### config.mk
export PLATFORM = sky130hd
export DESIGN_NAME = rv32i_multicycle_ctrl
export DESIGN_NICKNAME = d
export VERILOG_FILES = /design/src/rtl/ALUSrcA_pkg.sv /design/src/rtl/rv32i_ctrl_pkg.sv /design/src/rtl/rv32i_branch_cond.sv /design/src/rtl/rv32i_multicycle_ctrl.sv
export SDC_FILE = /design/constraint.sdc
export NUM_CORES = 1
export LEC_CHECK = 0
export CAP_MARGIN = 20
export CORE_MARGIN = 4
export CORE_UTILIZATION = 48
export DETAILED_ROUTE_END_ITERATION = 16
export PLACE_DENSITY = 0.81
export SETUP_SLACK_MARGIN = 0.2
export SLEW_MARGIN = 5
export SYNTH_ARGS = -nofsm -noshare
export SYNTH_HDL_FRONTEND = slang
export SYNTH_SLANG_ARGS = --single-unit
export TNS_END_PERCENT = 1
### constraint.sdc
create_clock -name clk -period 2.24 [get_ports clk]
set_input_delay 0.224 -clock clk [delete_from_list [all_inputs] [get_ports clk]]
set_output_delay 0.224 -clock clk [all_outputs]
set_load 0.05 [all_outputs]
### src/rtl/ALUSrcA_pkg.sv
// ALUSrcA_pkg: datapath source-A mux select shared by control and datapath
package ALUSrcA_pkg;
  typedef enum logic {FROM_REGFILE = 1'b0, FROM_PC = 1'b1} ALUSrcA_t;
endpackage

### src/rtl/rv32i_ctrl_pkg.sv
// rv32i_ctrl_pkg: states, datapath select encodings, opcodes and per-state Moore outputs
package rv32i_ctrl_pkg;
  import ALUSrcA_pkg::*;
  typedef enum logic [3:0] {
    S_FETCH, S_DECODE, S_MEM_ADDR, S_MEM_READ, S_MEM_WB, S_MEM_WRITE, S_EXEC_R, S_EXEC_I,
    S_LUI, S_ALU_WB, S_BRANCH, S_JALR_ADDR, S_JUMP_LINK, S_PC_NEXT, S_TRAP
  } state_t;
  typedef enum logic [1:0] {SRCB_REG = 2'd0, SRCB_IMM = 2'd1, SRCB_FOUR = 2'd2} ALUSrcB_t;
  typedef enum logic [1:0] {ALU_ADD = 2'd0, ALU_SUB = 2'd1, ALU_FUNCT = 2'd2, ALU_PASS_B = 2'd3} ALUOp_t;
  typedef enum logic [1:0] {RES_ALUOUT = 2'd0, RES_MEMDATA = 2'd1, RES_ALURESULT = 2'd2} ResultSrc_t;
  typedef enum logic {PC_ALURESULT = 1'b0, PC_ALUOUT = 1'b1} PCSrc_t;
  typedef enum logic {ADR_PC = 1'b0, ADR_ALUOUT = 1'b1} AdrSrc_t;
  localparam logic [6:0] OP_LOAD   = 7'b0000011;
  localparam logic [6:0] OP_STORE  = 7'b0100011;
  localparam logic [6:0] OP_R      = 7'b0110011;
  localparam logic [6:0] OP_I      = 7'b0010011;
  localparam logic [6:0] OP_BRANCH = 7'b1100011;
  localparam logic [6:0] OP_JAL    = 7'b1101111;
  localparam logic [6:0] OP_JALR   = 7'b1100111;
  localparam logic [6:0] OP_LUI    = 7'b0110111;
  localparam logic [6:0] OP_AUIPC  = 7'b0010111;
  typedef struct packed {
    ALUSrcA_t   alu_src_a;
    ALUSrcB_t   alu_src_b;
    ALUOp_t     alu_op;
    ResultSrc_t result_src;
    PCSrc_t     pc_src;
    AdrSrc_t    adr_src;
    logic       reg_write;
    logic       mem_req;
    logic       mem_we;
    logic       pc_write;
    logic       illegal;
  } ctrl_t;
  function automatic ctrl_t moore(input state_t s);
    ctrl_t c;
    c = '0;
    case (s)
      S_FETCH: c.mem_req = 1'b1;
      S_DECODE: begin c.alu_src_a = FROM_PC; c.alu_src_b = SRCB_IMM; end
      S_MEM_ADDR, S_JALR_ADDR: c.alu_src_b = SRCB_IMM;
      S_MEM_READ: begin c.adr_src = ADR_ALUOUT; c.mem_req = 1'b1; end
      S_MEM_WB: begin c.result_src = RES_MEMDATA; c.reg_write = 1'b1; end
      S_MEM_WRITE: begin c.adr_src = ADR_ALUOUT; c.mem_req = 1'b1; c.mem_we = 1'b1; end
      S_EXEC_R: c.alu_op = ALU_FUNCT;
      S_EXEC_I: begin c.alu_src_b = SRCB_IMM; c.alu_op = ALU_FUNCT; end
      S_LUI: begin c.alu_src_b = SRCB_IMM; c.alu_op = ALU_PASS_B; end
      S_ALU_WB: c.reg_write = 1'b1;
      S_BRANCH: begin c.alu_op = ALU_SUB; c.pc_src = PC_ALUOUT; end
      S_JUMP_LINK: begin
        c.alu_src_a = FROM_PC; c.alu_src_b = SRCB_FOUR; c.result_src = RES_ALURESULT;
        c.reg_write = 1'b1; c.pc_write = 1'b1; c.pc_src = PC_ALUOUT;
      end
      S_PC_NEXT: begin c.alu_src_a = FROM_PC; c.alu_src_b = SRCB_FOUR; c.pc_write = 1'b1; end
      S_TRAP: c.illegal = 1'b1;
      default: ;
    endcase
    return c;
  endfunction
endpackage

### src/rtl/rv32i_branch_cond.sv
// rv32i_branch_cond: branch taken decision from funct3 and ALU compare flags
module rv32i_branch_cond (
  input  logic [2:0] funct3,
  input  logic       alu_zero,
  input  logic       alu_lt,
  input  logic       alu_ltu,
  output logic       taken,
  output logic       invalid
);
  logic flag;
  // funct3[2:1] picks the flag, funct3[0] inverts it; 010/011 are unused encodings
  always_comb begin
    invalid = funct3[2:1] == 2'b01;
    flag = funct3[2] ? (funct3[1] ? alu_ltu : alu_lt) : alu_zero;
    taken = ~invalid & (flag ^ funct3[0]);
  end
endmodule

### src/rtl/rv32i_multicycle_ctrl.sv
// rv32i_multicycle_ctrl: multicycle RV32I main control FSM driving datapath selects and strobes
module rv32i_multicycle_ctrl
  import ALUSrcA_pkg::*, rv32i_ctrl_pkg::*;
#(
  parameter int ENABLE_TRAP = 1
) (
  input  logic       clk,
  input  logic       rst,
  input  logic [6:0] opcode,
  input  logic [2:0] funct3,
  input  logic       alu_zero,
  input  logic       alu_lt,
  input  logic       alu_ltu,
  input  logic       mem_ready,
  output ALUSrcA_t   alu_src_a,
  output ALUSrcB_t   alu_src_b,
  output ALUOp_t     alu_op,
  output ResultSrc_t result_src,
  output PCSrc_t     pc_src,
  output AdrSrc_t    adr_src,
  output logic       pc_write,
  output logic       ir_write,
  output logic       reg_write,
  output logic       mem_req,
  output logic       mem_we,
  output logic       retire,
  output logic       illegal
);
  localparam state_t BAD = (ENABLE_TRAP != 0) ? S_TRAP : S_PC_NEXT;
  state_t state, nxt;
  ctrl_t ctrl_q;
  logic taken, invalid;
  rv32i_branch_cond u_cond (
    .funct3(funct3), .alu_zero(alu_zero), .alu_lt(alu_lt), .alu_ltu(alu_ltu),
    .taken(taken), .invalid(invalid)
  );
  // next-state sequencing; memory states wait on mem_ready, TRAP waits for reset
  always_comb begin
    nxt = state;
    case (state)
      S_FETCH: nxt = mem_ready ? S_DECODE : S_FETCH;
      S_DECODE:
        case (opcode)
          OP_LOAD, OP_STORE: nxt = S_MEM_ADDR;
          OP_R:              nxt = S_EXEC_R;
          OP_I:              nxt = S_EXEC_I;
          OP_BRANCH:         nxt = S_BRANCH;
          OP_JAL:            nxt = S_JUMP_LINK;
          OP_JALR:           nxt = S_JALR_ADDR;
          OP_LUI:            nxt = S_LUI;
          OP_AUIPC:          nxt = S_ALU_WB;
          default:           nxt = BAD;
        endcase
      S_MEM_ADDR: nxt = opcode == OP_LOAD ? S_MEM_READ : S_MEM_WRITE;
      S_MEM_READ: nxt = mem_ready ? S_MEM_WB : S_MEM_READ;
      S_MEM_WRITE: nxt = mem_ready ? S_PC_NEXT : S_MEM_WRITE;
      S_MEM_WB, S_ALU_WB: nxt = S_PC_NEXT;
      S_EXEC_R, S_EXEC_I, S_LUI: nxt = S_ALU_WB;
      S_BRANCH: nxt = invalid ? BAD : taken ? S_FETCH : S_PC_NEXT;
      S_JALR_ADDR: nxt = S_JUMP_LINK;
      S_JUMP_LINK, S_PC_NEXT: nxt = S_FETCH;
      S_TRAP: nxt = S_TRAP;
      default: nxt = S_FETCH;
    endcase
  end
  // state and Moore outputs registered together so outputs come straight from flops
  always_ff @(posedge clk or posedge rst) begin
    if (rst) begin
      state <= S_FETCH;
      ctrl_q <= moore(S_FETCH);
    end else begin
      state <= nxt;
      ctrl_q <= moore(nxt);
    end
  end
  assign alu_src_a = ctrl_q.alu_src_a;
  assign alu_src_b = ctrl_q.alu_src_b;
  assign alu_op = ctrl_q.alu_op;
  assign result_src = ctrl_q.result_src;
  assign pc_src = ctrl_q.pc_src;
  assign adr_src = ctrl_q.adr_src;
  assign reg_write = ctrl_q.reg_write & ~rst;
  assign mem_req = ctrl_q.mem_req & ~rst;
  assign mem_we = ctrl_q.mem_we & ~rst;
  assign illegal = ctrl_q.illegal & ~rst;
  assign ir_write = ~rst & (state == S_FETCH) & mem_ready;
  assign pc_write = ~rst & (ctrl_q.pc_write | ((state == S_BRANCH) & taken));
  assign retire = pc_write;
endmodule

After elaboration in Yosys (flattened, before gate mapping)
Index checks and enable logic that the tools add are counted.
{"block": "totals", "register_bits": 18, "wordCells": 95}
{"block": "classes", "eq_ne": 36, "muxes": 21, "bitwise_logic": 13, "n_reduce_logical": 13}
{"cell": "equality test 4 bit, second input constant", "n": 12}
{"cell": "case mux 4 bit (10 select lines)", "n": 1}
{"cell": "equality test 4 x 3 -> 1 bit, second input constant", "n": 8}
{"cell": "case mux 4 bit (8 select lines)", "n": 1}
{"cell": "equality test 7 x 6 -> 1 bit, second input constant", "n": 3}
{"cell": "equality test 7 bit, second input constant", "n": 3}
{"cell": "equality test 4 x 2 -> 1 bit, second input constant", "n": 4}
{"cell": "equality test 7 x 5 -> 1 bit, second input constant", "n": 2}
{"cell": "two-way mux 4 bit", "n": 3}
{"cell": "OR reduction 2 bit", "n": 6}
{"cell": "OR reduction 3 bit", "n": 4}
{"cell": "two-way mux 1 bit", "n": 11}
{"cell": "bitwise AND 1 bit", "n": 9}
{"cell": "equality test 4 x 1 -> 1 bit, second input constant", "n": 2}
{"cell": "zero test 4 bit", "n": 2}
{"cell": "case mux 2 bit (2 select lines)", "n": 2}
{"cell": "equality test 7 x 2 -> 1 bit, second input constant", "n": 1}
{"cell": "two-way mux 3 bit", "n": 2}
{"cell": "case mux 2 bit (3 select lines)", "n": 1}
{"cell": "OR reduction 5 bit", "n": 1}
{"cell": "equality test 2 x 1 -> 1 bit, second input constant", "n": 1}
{"cell": "NOT 1 bit", "n": 2}
{"cell": "OR 1 bit", "n": 1}
{"cell": "bitwise XOR 1 bit", "n": 1}

Depth between registers and ports, before layout
Gate-level depths: netlist of the first run.
{"block": "logic_depth", "depth_word": 10, "depth_mapped": 9, "ltp_nobuf": 8}

Cells and area by module
From an unflattened synthesis of the first run, not the netlist that was laid out.
{"block": "hier_totals", "hier_cells": 120, "hier_area_um2": 1124.8}
{"module": "rv32i_multicycle_ctrl", "instances": 1, "cells_per_inst": 113, "area_per_inst_um2": 1069.8}
{"module": "rv32i_branch_cond", "instances": 1, "cells_per_inst": 7, "area_per_inst_um2": 55.1}

Worst setup path after synthesis of the first run
Ideal clock, no wire load.
{"block": "synth_timing", "path_kind": "register to output", "start": "register state[2]", "end": "output retire", "t_arrival_ps": 1977, "setup_slack_ps": 39, "stages_incl_launch_ff": 8, "path_cell_list": "dfrtp_1 > buf_2 > nor2b_1 > nand3b_1 > inv_1 > a21oi_1 > nor2_1 > buf_4"}
{"block": "synth_via", "elab_chain_cells": 4}
{"element": "from (decl)", "line": "rv32i_multicycle_ctrl.sv:30", "source": "state_t state, nxt;"}
{"element": "from (signal assigned)", "line": "rv32i_multicycle_ctrl.sv:72", "source": "state <= nxt;"}
{"element": "equality test 4 bit", "line": "rv32i_multicycle_ctrl.sv:87", "source": "assign pc_write = ~rst & (ctrl_q.pc_write | ((state == S_BRANCH) & taken));"}
{"element": "bitwise AND 1 bit", "line": "rv32i_multicycle_ctrl.sv:87"}
{"element": "OR 1 bit", "line": "rv32i_multicycle_ctrl.sv:87"}
{"element": "bitwise AND 1 bit", "line": "rv32i_multicycle_ctrl.sv:87"}
{"element": "to (decl)", "line": "rv32i_multicycle_ctrl.sv:26", "source": "output logic retire,"}
Every way passes these cells.

Worst setup path after layout of the first run
{"block": "layout_timing", "start": "register state[2]", "end": "register ctrl_q[3] (netlist bit)"}
{"block": "layout_via", "elab_chain_cells": 6, "elab_cells_between_ends": 21}
{"element": "equality test 4 x 3 -> 1 bit / equality test 4 bit (equally long branches)", "line": "rv32i_multicycle_ctrl.sv:40", "source": "case (state)"}
{"element": "OR reduction 3 bit / OR reduction 2 bit (equally long branches)", "line": "rv32i_multicycle_ctrl.sv:40"}
{"element": "case mux 4 bit (10 select lines) *", "line": "rv32i_multicycle_ctrl.sv:40"}
{"element": "equality test 4 x 3 -> 1 bit (tied with other cells)", "line": "rv32i_ctrl_pkg.sv:38", "source": "case (s)"}
{"element": "OR reduction 3 bit (no line) *"}
{"element": "two-way mux 1 bit *", "line": "rv32i_ctrl_pkg.sv:38"}
{"element": "to (signal assigned)", "line": "rv32i_multicycle_ctrl.sv:70", "source": "ctrl_q <= moore(S_FETCH);"}
{"element": "to (signal assigned)", "line": "rv32i_multicycle_ctrl.sv:73", "source": "ctrl_q <= moore(nxt);"}
{"element": "to (decl)", "line": "rv32i_multicycle_ctrl.sv:31", "source": "ctrl_t ctrl_q;"}
Every way passes the cells marked *; elsewhere a longest branch is shown, timed or not.

==> results of run 1 <==
[worst max path at each step]
stage                    to  slack, ns  cells past startpoint
2_1_floorplan        retire       0.30                      7
3_3_place_gp   alu_src_b[0]     -0.009                      8
3_5_place_dp   alu_src_b[0]      -0.05                      9
4_1_cts        alu_src_b[0]       0.18                      7
5_1_grt           ctrl_q[3]       0.13                      7
6_report          ctrl_q[3]       0.24                      7
[per-layer routing]
layer	up-vias	track usage, %	wire length, um
li1	571	-	-
met1	529	21.0	1180
met2	31	30.0	1460
met3	4	4.39	172
met4	0	1.99	23
met5	-	0	0
[critical path, cell delays in order (launching register included)]
cell and delay, ns:
dfrtp_2 0.51, or4b_1 0.54, nor3_2 0.30, nor3_4 0.08
buf_12 0.14, nor2_1 0.13, a21oi_1 0.10, o21ai_1 0.13
[kinds of logic (layout without fill, tap and decap cells)]
logic type / Yosys count / in the layout
AOI/OAI and AO/OA: 26 / 26
and+or+nand+nor: 64 / 64
muxes: 2 / 2
xor gates and xnor gates: 4 / 4
DFF: 18 / 18
buffers and inverters: 20 / 71
[synth_stat cells, types with 3 or more instances]
cell type	n	area share (%)
nand3_1	3	1.2
nor2b_1	8	4.1
nand4_1	3	1.5
dfrtp_1	17	35
o21ai_1	5	2.1
nand2_1	6	1.8
buf_2	4	1.6
inv_1	7	2.2
nor2_1	16	4.9
a21oi_1	5	2.1
buf_4	7	4.3
nor3_2	3	2.5
nor3_1	3	1.2
[registers in the layout (all words and copies together) (netlist names)]
signal and count:
adr_src 1, alu_op 2, alu_src_a 1, alu_src_b 2
ctrl_q 5, pc_src 1, result_src 2, state 4
[layout make-up]
type | instances | area share [%]
tap | 28 | 1.99
timing repair buffer | 58 | 30.6
sequential | 18 | 25.9
multi-input combinational | 96 | 37.7
timing repair inverter | 1 | 0.426
inverter | 8 | 1.84
clock buffer | 4 | 1.49
[metrics by stage]
stage               setup WS (ns)  std cells  power, mW  utilization (%)  instance area, um2
floorplan                   0.302        134       1.58                -                1220
finish                      0.239        213       2.44             76.1                1760
global route                0.134        213       2.61             76.1                1760
detailed placement        -0.0516        197       2.01             69.5                1610
global placement         -0.00873        197       1.97             69.5                1610
CTS                         0.182        202       2.20             71.5                1660
[repair_timing]
action	CTS	global route
setup buffers	1	10
resized for setup	5	5
setup endpoints to repair	5	11
pin swaps	2	6
endpoints found under the hold margin	0	0
cloned	0	1
[power groups by stage]
stage / registers [mW] / clock network, mW / logic, mW
2_1_floorplan: 0.516 / 0 / 1.07
3_3_place_gp: 0.554 / 0 / 1.42
3_5_place_dp: 0.559 / 0 / 1.45
4_1_cts: 0.559 / 0.170 / 1.47
5_1_grt: 0.567 / 0.185 / 1.86
6_report: 0.549 / 0.162 / 1.73
==> impl_metrics.toml, run 1 <==
[clock_network]
path_clk_slew_ns = 0.10
cts_buffers = 3
root_buffer = "clkbuf_4"
cts_hold_buf = 0
cts_sinks = 18
htreeDepth = 1
cts_max_path_buffers = 2
clock_latency_ns = 0.29
cts_tree = "built"

[grt]
grt_pass1_vias = 1090
grt_pass1_wl_mm = 4.64
grt_usage_pct = 16.9
grt_max_degree = 19
grt-ovfl-total = 0
antenna_found_initial = 0

[critical_path]
crit_path_start = "state[2]"
r2r_slack_ns = 0.24
arrival_ns = 2.23
reg2regPathDepth = 7
crit_fanout = 14
cp_data_required_time_ns = 2.46
cp-end-kind = "register"
start_kind = "register"
timing.rr.end = "ctrl_q[3]"
critical_path_class = "register to register"
r2r-start = "state[2]"

[power_and_ir_drop]
powerDensity_nw_per_um2 = 1380
pwr-share-clk_pct = 6.6
peakVddDrop_mv = 1.79
p_seq_share_pct = 22.5
power.internal_mw = 1.33
p_leak_nw = 0.815
power_frac_comb_pct = 70.9
netSwitchingPower_mw = 1.11
sw_frac_of_total_pct = 45.6

[cells_and_area]
fillerInstances = 158
final-seq-area_um2 = 457
diodes = 0
fin_nets = 202
final_common_cell = "buf_4"
layout_common_cells = "buf_4, clkdlybuf4s50_1, nor2_1"
multiInputGateArea_um2 = 666
synthToLayoutAreaGrowth_pct = 44.8
drive_above_1_share_pct = 33.0

[place]
gp_congestion = 0.840
io_buffers = 31
dp.final_hpwl_mm = 2.11

[yosys]
synthSimpleGateAreaFrac_pct = 32.6
syn-mean-instance-area_um2 = 9.09
synth_compound_area_share_pct = 16.2
synth_flop_cell = "dfrtp_1"
synth_top_family_by_area = "simple AND/OR/NAND/NOR gates"
synth_mux_area_share_pct = 1.64
synthArstFlopShare_pct = 100
synth_xor_area_share_pct = 2.87
synth_area_um2 = 1220
syn-num-nets = 150
synth_fa_ha_area_share_pct = 0
synth_cell_types = 49
synth-edff-count = 0
synth_cells = 134
synth-seq-area-share_pct = 37.1
ys_warn_count = 0
synth_seq_cells = 18

[worst_hold_path]
holdPathEnd = "ctrl_q[3]"
hold_depth = 5
min_path_type = "primary input to register"
worstHoldStart = "opcode[2]"

[routing]
first_pass_iters = 4
routedWlPerCell_um = 13.3
drt_iter0_drc = 40
drc = 0
routed_wl_mm = 2.84
ant_nets = 0
vias_per_cell = 5.33
routed-via-count = 1135

[sta]
setup_violations = 0
max_freq_mhz = 500
fin_setup_tns_ns = 0
slew_headroom_pct = 56.5
final_max_slew_viol_count = 0
period_needed_ns = 2.00
tightest_slew_ns = 0.651
finalCritPeriodShare_pct = 89.3
grt_setup_unrepaired = "yes"
fin_hold_ws_ns = 0.501
finalHoldViolCount = 0
fin_worst_skew_ns = 0.00630

[floorplanning]
coreArea_um2 = 2320
die_w_um = 58.4
die_area_um2 = 3410
start_util_pct = 52.6
rows = 17
ioPinCount = 32
die_h_um = 58.4

[status]
outcome = "completed"

[job]
drv_cap = 0
(Power assumes the default switching activity.)
==> run 2: changes to the inputs <==
--- a/config.mk
+++ b/config.mk
@@ -7,9 +7,10 @@
 export LEC_CHECK = 0
 export CAP_MARGIN = 20
 export CORE_MARGIN = 4
-export CORE_UTILIZATION = 48
+export CORE_UTILIZATION = 50
+export CTS_BUF_LIST = sky130_fd_sc_hd__clkbuf_2 sky130_fd_sc_hd__clkbuf_4 sky130_fd_sc_hd__clkbuf_8
 export DETAILED_ROUTE_END_ITERATION = 16
-export PLACE_DENSITY = 0.81
+export PLACE_DENSITY = 0.84
 export SETUP_SLACK_MARGIN = 0.2
 export SLEW_MARGIN = 5
 export SYNTH_ARGS = -nofsm -noshare
==> impl_metrics.toml, run 2 (synthesized netlist as in run 1, its figures left out) <==
[critical_path]
critPathTopFamily = "compound AO/OA/AOI/OAI gates"
r2r_slack_ns = 0.09
timing.rr.end = "ctrl_q[3]"
start_kind = "register"
cp_data_required_time_ns = 2.46
slowest_stage = "dfrtp_2"
crit_buf_inv = 2
reg2regPathDepth = 9
critical_path_class = "register to register"
crit_path_max_incr_delay_ns = 0.45
arrival_ns = 2.37
crit_chain = "buf_2 -> nand2_1 -> a21o_1 -> a222oi_1 -> o21ai_2 -> buf_6 -> nor3_2 -> a21oi_1 -> o21ai_1"
cp-end-kind = "register"
crit_fanout = 8
r2r-start = "state[0]"

[routing]
drc = 0
drt_iter0_drc = 78
routedWlPerCell_um = 17.3
ant_nets = 0
routed_wl_mm = 3.77
first_pass_iters = 5
vias_per_cell = 5.84
routed-via-count = 1274

[sta]
slew_headroom_pct = 58.0
finalHoldViolCount = 0
setup_violations = 0
fin_worst_skew_ns = 0.00150
tightest_slew_ns = 0.629
finalCritPeriodShare_pct = 95.9
max_freq_mhz = 465
grt_setup_unrepaired = "yes"
worst_slack_ns = 0.0912
period_needed_ns = 2.15
fin_hold_ws_ns = 0.533
final_max_slew_viol_count = 0

[clock_network]
cts_sinks = 18
cts_buffers = 3
root_buffer = "clkbuf_4"
path_clk_slew_ns = 0.09
cts_tree = "built"
clock_latency_ns = 0.29
cts_hold_buf = 0
htreeDepth = 1
cts_max_path_buffers = 2

[cells_and_area]
diodes = 0
synthToLayoutAreaGrowth_pct = 50.4
regMostFlops = "ctrl_q"
fin_nets = 207
fillerInstances = 135
layout_common_cells = "buf_4, clkdlybuf4s50_1, nor2_1"
final_common_cell = "buf_4"
reg_top3 = "ctrl_q (5), state (4)"
largest_reg_flops = 5
multiInputGateArea_um2 = 699
final-seq-area_um2 = 457
drive_above_1_share_pct = 36.3

[job]
drv_cap = 0

[place]
io_buffers = 31
gp_congestion = 0.845
dp.final_hpwl_mm = 2.28
pre_cts_slack_ns = -0.0533

[floorplanning]
ioPinCount = 32
die_h_um = 57.4
die_area_um2 = 3290
coreArea_um2 = 2280
die_w_um = 57.4
rows = 17
start_util_pct = 53.5

[status]
outcome = "completed"

[grt]
grt_pass1_vias = 1116
grt-ovfl-total = 0
gr-usage-met2_pct = 32.9
grt_use_met3_pct = 5.88
grt_pass1_wl_mm = 5.19
grt_usage_pct = 20.1
grt_max_degree = 19
antenna_found_initial = 0
top_usage_layer = "met2"
met1_usage_pct = 24.5

[power_and_ir_drop]
powerDensity_nw_per_um2 = 1420
power_mw = 2.61
p_leak_nw = 0.860
peakVddDrop_mv = 1.39

[worst_hold_path]
min_path_type = "primary input to async pin"
## run 2: how the worst max path moves through the flow
stage               slack [ns]       from  depth (start not counted)           end
floorplan                 0.30   state[2]                          7        retire
global placement      -0.00003  opcode[2]                          8  alu_src_b[0]
detailed placement       -0.05  opcode[2]                          9     ctrl_q[3]
CTS                       0.19   state[1]                          6     alu_op[1]
global route              0.05   state[0]                          8     ctrl_q[3]
finish                    0.09   state[0]                          9     ctrl_q[3]
## run 2: cell type report
cell class	count	share of cell area, %
Clock buffer	4	1.64
Timing Repair Buffer	64	31.6
Inverter	8	1.77
Sequential cell	18	24.9
Tap cell	28	1.91
Multi-Input combinational cell	96	38.2
## run 2: what timing repair did
action	4_1_cts	5_1_grt
buffers inserted	4	13
setup endpoints to repair	8	15
gates resized for setup	9	12
pin swaps	5	3
## run 2: report_power, final
part | internal, mW | total (mW) | switching (mW)
logic | 0.814 | 1.88 | 1.07
clock network | 0.0816 | 0.176 | 0.0945
registers | 0.445 | 0.547 | 0.102
## run 2: layer usage
metal	share of wire, %	wire (um)
met2	49	1870
met1	39	1470
met3	8.7	329
met5	0	0
met4	2.8	106
## run 2: worst reg2reg max path: cells and delay by family (launching register included)
| kind | cells | cell delay [ns] |
|---|---|---|
| flops | 1 | 0.45 |
| simple gates | 2 | 0.24 |
| compound gates | 5 | 1.01 |
| buf+inv | 2 | 0.37 |
## run 2: through the flow
stage / utilization (%) / cell area, um2 / setup TNS (ns) / cells
6_report: 80.5 / 1830 / 0 / 218
5_1_grt: 80.5 / 1830 / 0 / 218
4_1_cts: 74.8 / 1700 / 0 / 205
3_5_place_dp: 70.8 / 1610 / -0.177 / 197
3_3_place_gp: 70.8 / 1610 / -0.0000284 / 197
2_1_floorplan: - / 1220 / 0 / 134
